File: config.mk
export PLATFORM = sky130hd
export DESIGN_NAME = frame_decode_flat
export DESIGN_NICKNAME = d
export VERILOG_FILES = /design/src/rtl/frame_decode_if.sv /design/src/rtl/frame_decode.sv /design/src/flat_wrapper.sv
export SDC_FILE = /design/constraint.sdc
export NUM_CORES = 1
export LEC_CHECK = 0
export BUFFER_PORTS_ARGS = -buffer_cell sky130_fd_sc_hd__buf_4
export CAP_MARGIN = 20
export CELL_PAD_IN_SITES_DETAIL_PLACEMENT = 2
export CELL_PAD_IN_SITES_GLOBAL_PLACEMENT = 2
export CORE_UTILIZATION = 37
export CTS_BUF_LIST = sky130_fd_sc_hd__clkbuf_2
export DETAILED_ROUTE_END_ITERATION = 7
export GPL_ROUTABILITY_DRIVEN = 0
export PLACE_DENSITY_LB_ADDON = 0.08
export SLEW_MARGIN = 20
export SYNTH_ARGS = -nofsm -noshare
export SYNTH_HDL_FRONTEND = slang
export SYNTH_SLANG_ARGS = --single-unit
File: constraint.sdc
create_clock -name clk -period 5.52 [get_ports clk]
set_input_delay 0.828 -clock clk [delete_from_list [all_inputs] [get_ports clk]]
set_output_delay 0.828 -clock clk [all_outputs]
set_load 0.02 [all_outputs]
File: src/rtl/frame_decode_if.sv
// ISO14443A sequence types and the frame_decode bus interface.
//
// ISO14443A_pkg::PCDBitSequence - one decoded PCD sequence (X, Y, Z, ERROR).
//
// frame_decode_if groups the sequence input side and the decoded frame
// output side of frame_decode.
//   seq, seq_valid, idle    : from sequence_decode
//   soc, eoc, error         : one-cycle frame event pulses
//   data, data_valid        : decoded frame bit and its strobe
//   bit_count               : data bits emitted since the last soc
// modport master drives the sequence side; modport slave is the decoder.

package ISO14443A_pkg;
  typedef enum logic [1:0] {
    SEQ_X     = 2'd0,
    SEQ_Y     = 2'd1,
    SEQ_Z     = 2'd2,
    SEQ_ERROR = 2'd3
  } PCDBitSequence;
endpackage

interface frame_decode_if;
  import ISO14443A_pkg::*;

  PCDBitSequence seq;
  logic          seq_valid;
  logic          idle;
  logic          soc;
  logic          eoc;
  logic          data;
  logic          data_valid;
  logic          error;
  logic [9:0]    bit_count;

  modport master (
    output seq, seq_valid, idle,
    input  soc, eoc, data, data_valid, error, bit_count
  );

  modport slave (
    input  seq, seq_valid, idle,
    output soc, eoc, data, data_valid, error, bit_count
  );
endinterface

File: src/rtl/frame_decode.sv
// frame_decode - turns the ISO14443A PCD sequence stream (X/Y/Z/ERROR)
// into start/end-of-communication events and a stream of frame bits.
//
// Ports:
//   clk  : system clock, rising edge
//   rst  : synchronous active-high reset
//   bus  : frame_decode_if.slave
//          in : seq, seq_valid, idle
//          out: soc, eoc, data, data_valid, error, bit_count (all registered)
//
// Every response is registered and appears exactly one cycle after the
// seq_valid (or idle) cycle that caused it.

module frame_decode
  import ISO14443A_pkg::*;
(
  input  logic          clk,
  input  logic          rst,
  frame_decode_if.slave bus
);

  typedef enum logic [1:0] {
    IDLE,
    SOC_SEEN,
    DATA,
    WAIT_IDLE
  } state_t;

  localparam logic [9:0] COUNT_MAX = 10'd1023;

  state_t     state, state_nxt;
  logic       pending, pending_nxt;
  logic       prev_x, prev_x_nxt;
  logic       soc_q, soc_nxt;
  logic       eoc_q, eoc_nxt;
  logic       err_q, err_nxt;
  logic       dv_q, dv_nxt;
  logic       data_q, data_nxt;
  logic [9:0] count_q, count_nxt;
  logic       emit;

  assign bus.soc        = soc_q;
  assign bus.eoc        = eoc_q;
  assign bus.error      = err_q;
  assign bus.data_valid = dv_q;
  assign bus.data       = data_q;
  assign bus.bit_count  = count_q;

  always_ff @(posedge clk) begin
    if (rst) begin
      state   <= IDLE;
      pending <= 1'b0;
      prev_x  <= 1'b0;
      soc_q   <= 1'b0;
      eoc_q   <= 1'b0;
      err_q   <= 1'b0;
      dv_q    <= 1'b0;
      data_q  <= 1'b0;
      count_q <= 10'd0;
    end else begin
      state   <= state_nxt;
      pending <= pending_nxt;
      prev_x  <= prev_x_nxt;
      soc_q   <= soc_nxt;
      eoc_q   <= eoc_nxt;
      err_q   <= err_nxt;
      dv_q    <= dv_nxt;
      data_q  <= data_nxt;
      count_q <= count_nxt;
    end
  end

  // Each decoded bit is parked in 'pending' and only emitted when the next
  // sequence shows it was not the closing logic 0 of the EOC pattern.
  // prev_x remembers whether the last accepted sequence was X, because
  // Z directly after X is an illegal coding.
  always_comb begin
    state_nxt   = state;
    pending_nxt = pending;
    prev_x_nxt  = prev_x;
    soc_nxt     = 1'b0;
    eoc_nxt     = 1'b0;
    err_nxt     = 1'b0;
    dv_nxt      = 1'b0;
    data_nxt    = 1'b0;
    count_nxt   = count_q;
    emit        = 1'b0;

    case (state)
      IDLE: begin
        if (bus.seq_valid && bus.seq == SEQ_Z) begin
          soc_nxt     = 1'b1;
          count_nxt   = 10'd0;
          pending_nxt = 1'b0;
          prev_x_nxt  = 1'b0;
          state_nxt   = SOC_SEEN;
        end
      end

      SOC_SEEN: begin
        if (bus.seq_valid) begin
          case (bus.seq)
            SEQ_X: begin
              pending_nxt = 1'b1;
              prev_x_nxt  = 1'b1;
              state_nxt   = DATA;
            end
            SEQ_Z: begin
              pending_nxt = 1'b0;
              prev_x_nxt  = 1'b0;
              state_nxt   = DATA;
            end
            default: begin
              err_nxt     = 1'b1;
              pending_nxt = 1'b0;
              state_nxt   = WAIT_IDLE;
            end
          endcase
        end else if (bus.idle) begin
          err_nxt     = 1'b1;
          pending_nxt = 1'b0;
          state_nxt   = IDLE;
        end
      end

      DATA: begin
        if (bus.seq_valid) begin
          case (bus.seq)
            SEQ_X: begin
              emit        = 1'b1;
              pending_nxt = 1'b1;
              prev_x_nxt  = 1'b1;
            end
            SEQ_Z: begin
              if (prev_x) begin
                err_nxt     = 1'b1;
                pending_nxt = 1'b0;
                state_nxt   = WAIT_IDLE;
              end else begin
                emit        = 1'b1;
                pending_nxt = 1'b0;
                prev_x_nxt  = 1'b0;
              end
            end
            SEQ_Y: begin
              // Y with a pending 0 is the EOC pattern; that 0 is not data.
              if (pending) begin
                emit        = 1'b1;
                pending_nxt = 1'b0;
                prev_x_nxt  = 1'b0;
              end else begin
                eoc_nxt     = 1'b1;
                pending_nxt = 1'b0;
                prev_x_nxt  = 1'b0;
                state_nxt   = IDLE;
              end
            end
            default: begin
              err_nxt     = 1'b1;
              pending_nxt = 1'b0;
              state_nxt   = WAIT_IDLE;
            end
          endcase
        end else if (bus.idle) begin
          err_nxt     = 1'b1;
          pending_nxt = 1'b0;
          state_nxt   = IDLE;
        end
      end

      WAIT_IDLE: begin
        if (bus.idle) begin
          state_nxt = IDLE;
        end
      end

      default: begin
        state_nxt = IDLE;
      end
    endcase

    // Emitting releases the bit held before this sequence arrived.
    if (emit) begin
      dv_nxt   = 1'b1;
      data_nxt = pending;
      if (count_q != COUNT_MAX) begin
        count_nxt = count_q + 10'd1;
      end
    end
  end

endmodule

File: src/flat_wrapper.sv
// flat-port wrapper written by rule: the top's interface ports become plain ports
module frame_decode_flat import ISO14443A_pkg::*;
  (clk, rst, bus_seq, bus_seq_valid, bus_idle, bus_soc, bus_eoc, bus_data, bus_data_valid, bus_error, bus_bit_count);
  frame_decode_if bus_i ();
  input  logic clk;
  input  logic rst;
  input wire logic [$bits(bus_i.seq)-1:0] bus_seq;
  input wire logic [$bits(bus_i.seq_valid)-1:0] bus_seq_valid;
  input wire logic [$bits(bus_i.idle)-1:0] bus_idle;
  output wire logic [$bits(bus_i.soc)-1:0] bus_soc;
  output wire logic [$bits(bus_i.eoc)-1:0] bus_eoc;
  output wire logic [$bits(bus_i.data)-1:0] bus_data;
  output wire logic [$bits(bus_i.data_valid)-1:0] bus_data_valid;
  output wire logic [$bits(bus_i.error)-1:0] bus_error;
  output wire logic [$bits(bus_i.bit_count)-1:0] bus_bit_count;
  assign bus_i.seq = bus_seq;
  assign bus_i.seq_valid = bus_seq_valid;
  assign bus_i.idle = bus_idle;
  assign bus_soc = bus_i.soc;
  assign bus_eoc = bus_i.eoc;
  assign bus_data = bus_i.data;
  assign bus_data_valid = bus_i.data_valid;
  assign bus_error = bus_i.error;
  assign bus_bit_count = bus_i.bit_count;
  frame_decode u_core (.clk(clk), .rst(rst), .bus(bus_i));
endmodule
; ---- Word level (Yosys, flattened, before mapping)
; Index checks and enable logic that the tools add are counted.
[classes]
addsub = 1
multipliers = 0
div = 0
magnitude_cmp = 0
n_eq_ne = 15
shifts = 0
n_mux = 38
n_bitwise = 5
reduce_logical = 14
[op_table]
columns = operator, n
row1 = $mux W10, 4
row2 = $mux W1, 19
row3 = $mux W2, 6
row4 = $add A10 B1 Y10 const B, 1
row5 = $ne A10 B10 Y1 const B, 1
row6 = $reduce_or A2 Y1, 5
row7 = $pmux W1 S3, 3
row8 = $ne A4 B3 Y1 const B, 2
row9 = $pmux W1 S2, 4
row10 = $pmux W2 S4, 1
row11 = $eq A2 B2 Y1 const B, 3
row12 = $ne A3 B1 Y1 const B, 2
row13 = $pmux W2 S3, 1
row14 = $reduce_and A6 Y1, 1
row15 = $not A1 Y1, 5
row16 = $eq A2 B1 Y1 const B, 2
row17 = $logic_not A2 Y1, 2
row18 = $ne A2 B2 Y1 const B, 2
row19 = $ne A4 B4 Y1 const B, 1
row20 = $reduce_and A4 Y1, 1
row21 = $reduce_or A4 Y1, 1
row22 = $ne A3 B3 Y1 const B, 1
row23 = $reduce_and A3 Y1, 1
row24 = $reduce_bool A3 Y1, 1
row25 = 3 further kinds, 3
[totals]
regBits = 19
latchBits = 0
mem_bits_rw = 0
mem_bits_ro = 0
input_bits = 6
output_inout_bits = 15
elab_cells = 82
mem_count = 0

; ---- Logic depth before layout (Yosys ltp)
; Gate-level depths: netlist of run 1.
[depth]
word_depth = 6
mapped_depth = 7
ltp_nobuf = 6

; ---- Worst setup path after synthesis of run 1
; OpenSTA, ideal clock, no wires.
[synth_timing]
kind = input port to flip-flop
startpoint = input bus_seq[1]
endpoint = register u_core.count_q[9], in the netlist u_core.bus.bit_count[9]
setup_ns = 0.095
t_arrival_ns = 1.927
required_ns = 5.425
path_slack_ns = 3.497
stages = 5
n_path_buf = 1
cell_sequence = clkbuf_1 > o21a_1 > nor4_4 > or4b_1 > o311ai_1
[synth_between]
elab_chain_len = 6
word_cells_on_any_way = 11
classes_between = eq/ne (2) / mux (7) / reduce/logical (2)
[synth_rtl]
columns = item, line
row1 = from (decl), flat_wrapper.sv:7  ; input wire logic [$bits(bus_i.seq)-1:0] bus_seq;
row2 = $eq A2 B2 Y1, "frame_decode.sv:91, frame_decode.sv:128"
row3 = $logic_and A1 B1 Y1, frame_decode.sv:91  ; if (bus.seq_valid && bus.seq == SEQ_Z) begin
row4 = $mux W10, frame_decode.sv:91
row5 = $mux W10, frame_decode.sv:89  ; case (state)
row6 = $mux W10, frame_decode.sv:186  ; if (count_q != COUNT_MAX) begin
row7 = $mux W10 *, frame_decode.sv:183  ; if (emit) begin
row8 = to (signal assigned), frame_decode.sv:69  ; count_q <= count_nxt;
row9 = to (decl), frame_decode.sv:39  ; logic [9:0] count_q, count_nxt;
; Mark *: on every way between the ends. The rest lies on a longest branch, timed or not.
; A chain may end at the register's enable or synchronous reset.

; ---- Final worst setup path of run 1
[layout_timing]
startpoint = register u_core.state[0]
endpoint = register u_core.count_q[9], in the netlist u_core.bus.bit_count[9]
[layout_between]
elab_chain_len = 4
word_cells_on_any_way = 6
classes_between = eq/ne (1) / mux (4) / reduce/logical (1)
[layout_rtl]
columns = item, line
row1 = from (decl), frame_decode.sv:31  ; state_t state, state_nxt;
row2 = from (signal assigned), frame_decode.sv:61  ; state <= state_nxt;
row3 = $logic_not A2 Y1, frame_decode.sv:89
row4 = $mux W10, frame_decode.sv:89
row5 = $mux W10, frame_decode.sv:186
row6 = $mux W10 *, frame_decode.sv:183
; Marks and branches as above.

==> results of run 1 <==
cells by family after synthesis:
family / after synthesis / synth area share
mux: 1 / 0.00827
buf+inv: 19 / 0.0745
simple gates: 47 / 0.240
flops: 19 / 0.314
fa+ha+maj: 6 / 0.0620
compound gates: 49 / 0.301
metal layers:
metal | GRT usage | wire, um | vias to the layer above
met5 | 0 | 0 | -
met1 | 0.313 | 1850 | 580
met3 | 0.0524 | 95 | 5
li1 | - | - | 575
met2 | 0.360 | 1610 | 17
met4 | 0.0918 | 58 | 0
worst min-delay path by stage:
stage / from / endpoint / cells past startpoint
final: u_core.pending$_SDFFE_PP0P_ / u_core.bus.data$_SDFF_PP0_ / 1
after global routing: u_core.pending$_SDFFE_PP0P_ / u_core.bus.data$_SDFF_PP0_ / 1
after CTS: u_core.pending$_SDFFE_PP0P_ / u_core.bus.eoc$_SDFF_PP0_ / 1
after detailed placement: u_core.bus.bit_count[0]$_SDFF_PP0_ / u_core.bus.bit_count[0]$_SDFF_PP0_ / 2
after global placement: u_core.pending$_SDFFE_PP0P_ / u_core.bus.eoc$_SDFF_PP0_ / 1
after floorplan: u_core.pending$_SDFFE_PP0P_ / u_core.bus.eoc$_SDFF_PP0_ / 1
per-stage QoR:
stage                util  cells  hold slack (ns)
finish              0.451    201            0.545
global route        0.451    201            0.536
CTS                 0.451    201            0.551
detailed placement  0.444    197            0.523
global placement    0.444    197            0.497
floorplan               -    141            0.447
power groups by stage:
stage               sequential [mW]  combinational [mW]  clock, mW
floorplan                     0.146              0.0529          0
global placement              0.146              0.0676          0
detailed placement            0.146              0.0705          0
CTS                           0.144              0.0712     0.0709
global route                  0.144              0.0785     0.0763
finish                        0.144              0.0715     0.0698
placed cells by master (no fill, tap or decap), types with 4 or more instances in the layout:
| cell type | instances |
|---|---|
| a31oi_1 | 4 |
| nor2_1 | 4 |
| nand3_1 | 9 |
| ha_1 | 6 |
| buf_4 | 20 |
| o211ai_1 | 4 |
| inv_1 | 11 |
| o31ai_1 | 5 |
| nand2b_1 | 5 |
| a311oi_1 | 4 |
| nand2_1 | 4 |
| a21oi_1 | 7 |
| dfxtp_1 | 19 |
final cells by class:
cell class	instances	area [sq um]
Clock buffer	3	15.0
Sequential cell	19	380
Fill cell	351	1690
Multi-Input combinational cell	103	739
Inverter	11	41.3
Tap cell	44	55.1
Timing Repair Buffer	20	150
Clock inverter	1	7.51
==> impl_metrics.yaml, run 1 <==
synth:
  synth_area_leaders: "dfxtp_1 (31%), ha_1 (6.2%), nand3_1 (3.7%)"
  ys_seq_area_frac: 0.314
  ys_ff_latch: 19
  synth_most_common_cell: "dfxtp_1"
  synth_flop_cell: "dfxtp_1"
  netlist.area_leader.share: 0.314
  synth-edff-count: 0
  yosysWarnings: 0
  async_flop_share: 0
  syn_area_per_cell_sq_um: 8.58
  yosys.cell_types.count: 47
  synth_largest_area_cell: "dfxtp_1"
  ys_top_cells_by_count: "dfxtp_1 (19), inv_1 (11), nand3_1 (9)"
  syn_area_sq_um: 1210
  syn-num-nets: 153
  synthCells: 141
pwr:
  power_switching_uw: 99.1
  power.total_uw: 285
  share_comb_of_total_power: 0.251
  seqPwrFrac: 0.504
  vdd_ir_drop_max_uv: 82.2
  leakagePower_nw: 0.501
  clockPowerShare: 0.245
  power.share.switching: 0.348
  power.density_nw_per_um2: 205
  cellInternalPower_uw: 186
global_routing:
  grt_pass1_wl_um: 5960
  grt_use_total: 0.233
  grt_max_degree: 21
  grt-ovfl-total: 0
  grt_antenna_before_repair: 0
  grt_pass1_vias: 1184
cts:
  cts_buffers: 3
  cts_buffer_depth: 2
  post_cts_buffers: 0
  clock_tree.root_cell: "clkbuf_2"
  htree_levels: 1
  postCtsResizedCells: 0
  cts.sinks: 19
  cts_tree: "built"
  hold_buffers: 0
  path_clk_slew_ns: 0.22
  clk_latency_ns: 0.35
die:
  start_util: 0.393
  coreArea_sq_um: 3080
  die_x_um: 59.2
  pin_count: 21
  dieArea_sq_um: 3500
  rows: 20
  die_y_um: 59.2
worst_setup_path:
  endpoint_kind: "register"
  worst_path_max_delay_cell: "nor4_4"
  path_delay_family: "simple AND/OR/NAND/NOR gates"
  cp_max_fo: 10
  critPathMaxStageDelay_ns: 0.52
  reg2reg_to: "u_core.bus.bit_count[9]$_SDFF_PP0_"
  rr_startpoint: "u_core.state[0]$_SDFFE_PP0P_"
  crit_type: "reg2reg"
  r2r_setup_slack_ns: 3.27
  cp-start-kind: "register"
  cp-endpoint: "u_core.bus.bit_count[9]$_SDFF_PP0_"
  crit_start: "u_core.state[0]$_SDFFE_PP0P_"
  crit_cells: 6
  critPathBufInv: 1
  r2r_cells: 6
  worstPathCellList: "inv_1, ha_1, nand2_4, nor4_4, or4b_1, o311ai_1"
  critPathRequiredTime_ns: 5.80
  cp.arrival_ns: 2.53
timing:
  finalClockSkew_ns: 0.00693
  rsz0062_at_grt: "no"
  drv_slew: 0
  finalHoldViolations: 0
  worstMarginPinSlew_ns: 0.789
  fin_tns_setup_ns: 0
  worst_slack_ns: 3.27
  max_freq_mhz: 444
  setup_viol: 0
  max_slew_margin: 0.474
  fin_crit_sh: 0.408
  finalCriticalPeriod_ns: 2.25
detailed_routing:
  drt-wirelength-per-cell_um: 18.0
  drtAntennaViolNets: 0
  via_per_inst: 5.86
  vias: 1177
  drtIter0Drc: 31
  dr.pass1.iters: 4
  drc: 0
  drt-total-wl_um: 3610
placed_design:
  place_area_sq_um: 1370
  port_buffers: 20
  preCtsSetupSlack_ns: 3.17
  dpl.hpwl_um: 2670
finish:
  drive_gt1_frac: 0.185
  largest_register_ffs: 10
  nNetsFinal: 170
  n_antenna_cell: 0
  design_area_sq_um: 1390
  area_growth_pct: 14.8
run_status:
  status: "finished, final reports clean"
hold_path:
  hp-class: "reg2reg"
flow_run:
  cap_violations: 0
Power figures use the tool's default switching activity.
==> run 2: changes to the inputs <==
Settings changed: CORE_UTILIZATION 37 to 34.
Clock period 5.52 ns to 2.3 ns, I/O delays scaled along.
==> run 2 against run 1 <==
Die area rose by 8.5%. Combinational power increased by 150%. Clock skew up 0.0078 ns. Critical path depth is the same. Critical endpoint unchanged. Largest cell class unchanged.
==> impl_metrics.yaml, run 2 (synthesis gave the netlist of run 1 again) <==
run_status:
  status: "finished, final reports clean"
global_routing:
  grt_use_total: 0.220
  grt_max_degree: 21
  grt_pass1_vias: 1188
  grt-ovfl-total: 0
  grt_pass1_wl_um: 6020
  grt_antenna_before_repair: 0
cts:
  clock_tree.root_cell: "clkbuf_2"
  cts_tree: "built"
  cts_buffers: 3
  postCtsResizedCells: 0
  clk_latency_ns: 0.32
  cts_buffer_depth: 2
  htree_levels: 1
  cts.sinks: 19
  post_cts_buffers: 0
  path_clk_slew_ns: 0.20
  hold_buffers: 0
timing:
  setup_viol: 0
  drv_slew: 0
  fin_crit_sh: 0.880
  finalClockSkew_ns: 0.0147
  worst_slack_ns: 0.276
  max_freq_mhz: 494
  worstMarginPinSlew_ns: 0.418
  rsz0062_at_grt: "no"
  finalHoldViolations: 0
  fin_tns_setup_ns: 0
  finalCriticalPeriod_ns: 2.02
  max_slew_margin: 0.719
pwr:
  vdd_ir_drop_max_uv: 406
  seqPwrFrac: 0.512
  share_comb_of_total_power: 0.265
  cellInternalPower_uw: 447
  power.total_uw: 673
  power.share.switching: 0.335
  power_switching_uw: 225
  leakagePower_nw: 0.520
  power.density_nw_per_um2: 477
  clockPowerShare: 0.223
worst_setup_path:
  critPathMaxStageDelay_ns: 0.46
  cp.arrival_ns: 2.25
  endpoint_kind: "register"
  worst_path_max_delay_cell: "or4b_1"
  cp_max_fo: 10
  cp-start-kind: "register"
  worstPathCellList: "inv_1, ha_1, nand2_4, nor4_4, or4b_1, o311ai_1"
  critPathRequiredTime_ns: 2.52
  crit_type: "reg2reg"
detailed_routing:
  via_per_inst: 5.74
  drt-wirelength-per-cell_um: 18.7
  vias: 1182
  drc: 0
  drt-total-wl_um: 3850
  drtAntennaViolNets: 0
  dr.pass1.iters: 4
  drtIter0Drc: 30
finish:
  design_area_sq_um: 1410
  n_antenna_cell: 0
  utilization: 0.420
  nNetsFinal: 173
  drive_gt1_frac: 0.200
  final_cell_mix: "buf_4 (23), dfxtp_1 (19), inv_1 (11)"
  largest_register_ffs: 10
  final_common_cell: "buf_4"
  area_growth_pct: 16.6
placed_design:
  place_area_sq_um: 1390
  dpl.hpwl_um: 2970
  port_buffers: 20
  preCtsSetupSlack_ns: 0.283
die:
  dieArea_sq_um: 3800
  die_x_um: 61.7
  pin_count: 21
  coreArea_sq_um: 3360
  start_util: 0.360
  die_y_um: 61.7
  rows: 21
hold_path:
  hp-class: "in2reg"
flow_run:
  cap_violations: 0
run 2: cell types whose count changed in the layout (fill, tap and decap cells not counted):
cell and delta:
buf_4 +3, clkinvlp_4 -1, clkinv_2 +1
run 2: routing by layer:
layer | GRT usage | wire length, um | share of wire
met1 | 0.304 | 1890 | 0.49
met5 | 0 | 0 | 0
met3 | 0.0420 | 136 | 0.035
met4 | 0.0381 | 30 | 0.0078
met2 | 0.359 | 1790 | 0.46
run 2: area by class of cell:
class | instances | area, sq um
clock buffer | 3 | 15.0
tap | 46 | 57.6
timing repair buffer | 23 | 173
fill | 405 | 1950
clock inverter | 1 | 5.00
inverter | 11 | 41.3
multi-input combinational | 103 | 739
sequential | 19 | 380
run 2: stage by stage:
step	instances	hold WS [ns]
final	206	0.337
after global routing	206	0.333
after global placement	202	0.489
after floorplan	141	0.442
after detailed placement	202	0.504
after CTS	206	0.334
run 2: final timing paths:
| path | from | to | slack [ns] | cells past startpoint |
|---|---|---|---|---|
| worst max-delay path | u_core.state[0]$_SDFFE_PP0P_ | u_core.bus.bit_count[9]$_SDFF_PP0_ | 0.28 | 6 |
| worst min-delay path | bus_seq[0] | u_core.bus.error$_SDFF_PP0_ | 0.34 | 3 |
| worst max register to register | u_core.state[0]$_SDFFE_PP0P_ | u_core.bus.bit_count[9]$_SDFF_PP0_ | 0.28 | 6 |
| worst min register to register | u_core.pending$_SDFFE_PP0P_ | u_core.bus.eoc$_SDFF_PP0_ | 0.53 | 1 |
run 2: worst max-delay path, delay by kind of cell, from the launching register on:
family / cells / cell delay (ns)
flip-flops: 1 / 0.39
buffers and inverters: 1 / 0.12
AO/OA/AOI/OAI: 1 / 0.11
adder cells (fa/ha/maj): 1 / 0.42
AND/OR/NAND/NOR: 3 / 0.91
run 2: power groups by stage:
stage	clock network, mW	logic, mW	registers [mW]
after global placement	0	0.167	0.350
after CTS	0.153	0.178	0.345
after detailed placement	0	0.177	0.352
after floorplan	0	0.127	0.351
after global routing	0.165	0.192	0.346
final	0.150	0.178	0.345
==> run 3: changes to the inputs <==
==> constraint.sdc (replaced) <==
create_clock -name clk -period 2.3 [get_ports clk]
set_input_delay 0.115 -clock clk [delete_from_list [all_inputs] [get_ports clk]]
set_output_delay 0.115 -clock clk [all_outputs]
set_load 0.02 [all_outputs]
==> run 3 against run 2 <==
Core utilization unchanged. Clock power increased by 8%. Critical endpoint unchanged. Largest power group unchanged. Power increased by 1.9%. Highest routed layer unchanged. Hold slack got worse by 0.25 ns. Combinational power about the same. Non-clock buffer count unchanged.
==> impl_metrics.yaml, run 3 (synthesis gave the netlist of run 1 again) <==
timing:
  fin_tns_setup_ns: 0
  finalHoldViolations: 0
  finalClockSkew_ns: 0.00596
  setup_viol: 0
  drv_slew: 0
  worstMarginPinSlew_ns: 0.372
  finalCriticalPeriod_ns: 1.96
  rsz0062_at_grt: "no"
  worst_slack_ns: 0.343
  fin_crit_sh: 0.851
  max_freq_mhz: 511
  max_slew_margin: 0.746
  hold_ws_ns: 0.0881
finish:
  area_growth_pct: 16.6
  final_cell_mix: "buf_4 (23), dfxtp_1 (19), inv_1 (11)"
  drive_gt1_frac: 0.200
  largest_register_ffs: 10
  n_antenna_cell: 0
  final_common_cell: "buf_4"
  nNetsFinal: 173
  utilization: 0.420
  fin_cells: 206
cts:
  cts_tree: "built"
  clk_latency_ns: 0.33
  cts_buffer_depth: 2
  clock_tree.root_cell: "clkbuf_2"
  path_clk_slew_ns: 0.20
  cts_buffers: 3
  hold_buffers: 0
  post_cts_buffers: 0
  cts.sinks: 19
  htree_levels: 1
  postCtsResizedCells: 0
die:
  pin_count: 21
  start_util: 0.360
  rows: 21
  dieArea_sq_um: 3800
  coreArea_sq_um: 3360
  die_y_um: 61.7
  die_x_um: 61.7
global_routing:
  grt_antenna_before_repair: 0
  grt_pass1_vias: 1220
  grt_pass1_wl_um: 5960
  grt_max_degree: 21
  grt_use_total: 0.213
  grt-ovfl-total: 0
worst_setup_path:
  critPathRequiredTime_ns: 2.56
  worst_path_max_delay_cell: "or4b_1"
  critPathMaxStageDelay_ns: 0.46
  critPathBufInv: 1
  endpoint_kind: "register"
  cp_max_fo: 10
  path_delay_family: "simple AND/OR/NAND/NOR gates"
  cp-start-kind: "register"
  cp.arrival_ns: 2.22
  worstPathCellList: "inv_1, ha_1, nand2_4, nor4_4, or4b_1, o311ai_1"
  crit_type: "reg2reg"
pwr:
  vdd_ir_drop_max_uv: 159
  power.density_nw_per_um2: 486
  leakagePower_nw: 0.520
run_status:
  status: "finished, final reports clean"
placed_design:
  preCtsSetupSlack_ns: 0.368
  placed_cells: 202
  port_buffers: 20
  dpl.hpwl_um: 2750
hold_path:
  hp-class: "in2reg"
detailed_routing:
  dr.pass1.iters: 4
  drt-wirelength-per-cell_um: 18.0
  drtAntennaViolNets: 0
  via_per_inst: 5.78
  drtIter0Drc: 37
  drt-total-wl_um: 3700
  vias: 1191
  drc: 0
flow_run:
  cap_violations: 0
==> run 3: worst reg2reg max path, stage by stage (launching register included) <==
cell      delay [ns]
dfxtp_1         0.39
inv_1           0.13
ha_1            0.40
nand2_4         0.15
nor4_4          0.28
or4b_1          0.46
o311ai_1        0.08
==> run 3: area by class of cell <==
class | instances | area, sq um
multi-input cells | 103 | 739
fillers | 411 | 1950
flip-flops and latches | 19 | 380
inverters | 11 | 41.3
repair buffers | 23 | 173
well taps | 46 | 57.6
clock buffers | 4 | 20.0
==> run 3: through the flow <==
stage | total power [mW] | instance area, sq um
2_1_floorplan | 0.478 | 1210
3_3_place_gp | 0.519 | 1390
3_5_place_dp | 0.529 | 1390
4_1_cts | 0.697 | 1410
5_1_grt | 0.727 | 1410
6_report | 0.685 | 1410
==> run 3: metal layers <==
metal / vias up / routed length (um) / global-route usage
met3: 4 / 170 / 0.0231
li1: 579 / - / -
met4: 0 / 36 / 0.0762
met5: - / 0 / 0
met2: 27 / 1800 / 0.352
met1: 581 / 1690 / 0.288
==> run 3: path summary, 6_finish.rpt <==
check                          startpoint                                  to  slack [ns]  cells past startpoint
max          u_core.state[0]$_SDFFE_PP0P_  u_core.bus.bit_count[9]$_SDFF_PP0_        0.34                      6
min                            bus_seq[0]         u_core.bus.error$_SDFF_PP0_        0.09                      3
max reg2reg  u_core.state[0]$_SDFFE_PP0P_  u_core.bus.bit_count[9]$_SDFF_PP0_        0.34                      6
min reg2reg   u_core.pending$_SDFFE_PP0P_           u_core.bus.eoc$_SDFF_PP0_        0.54                      1
==> run 3: report_power, final <==
group          switching, mW  internal (mW)
Sequential           0.00702          0.337
Clock                  0.116         0.0460
Combinational          0.108         0.0714
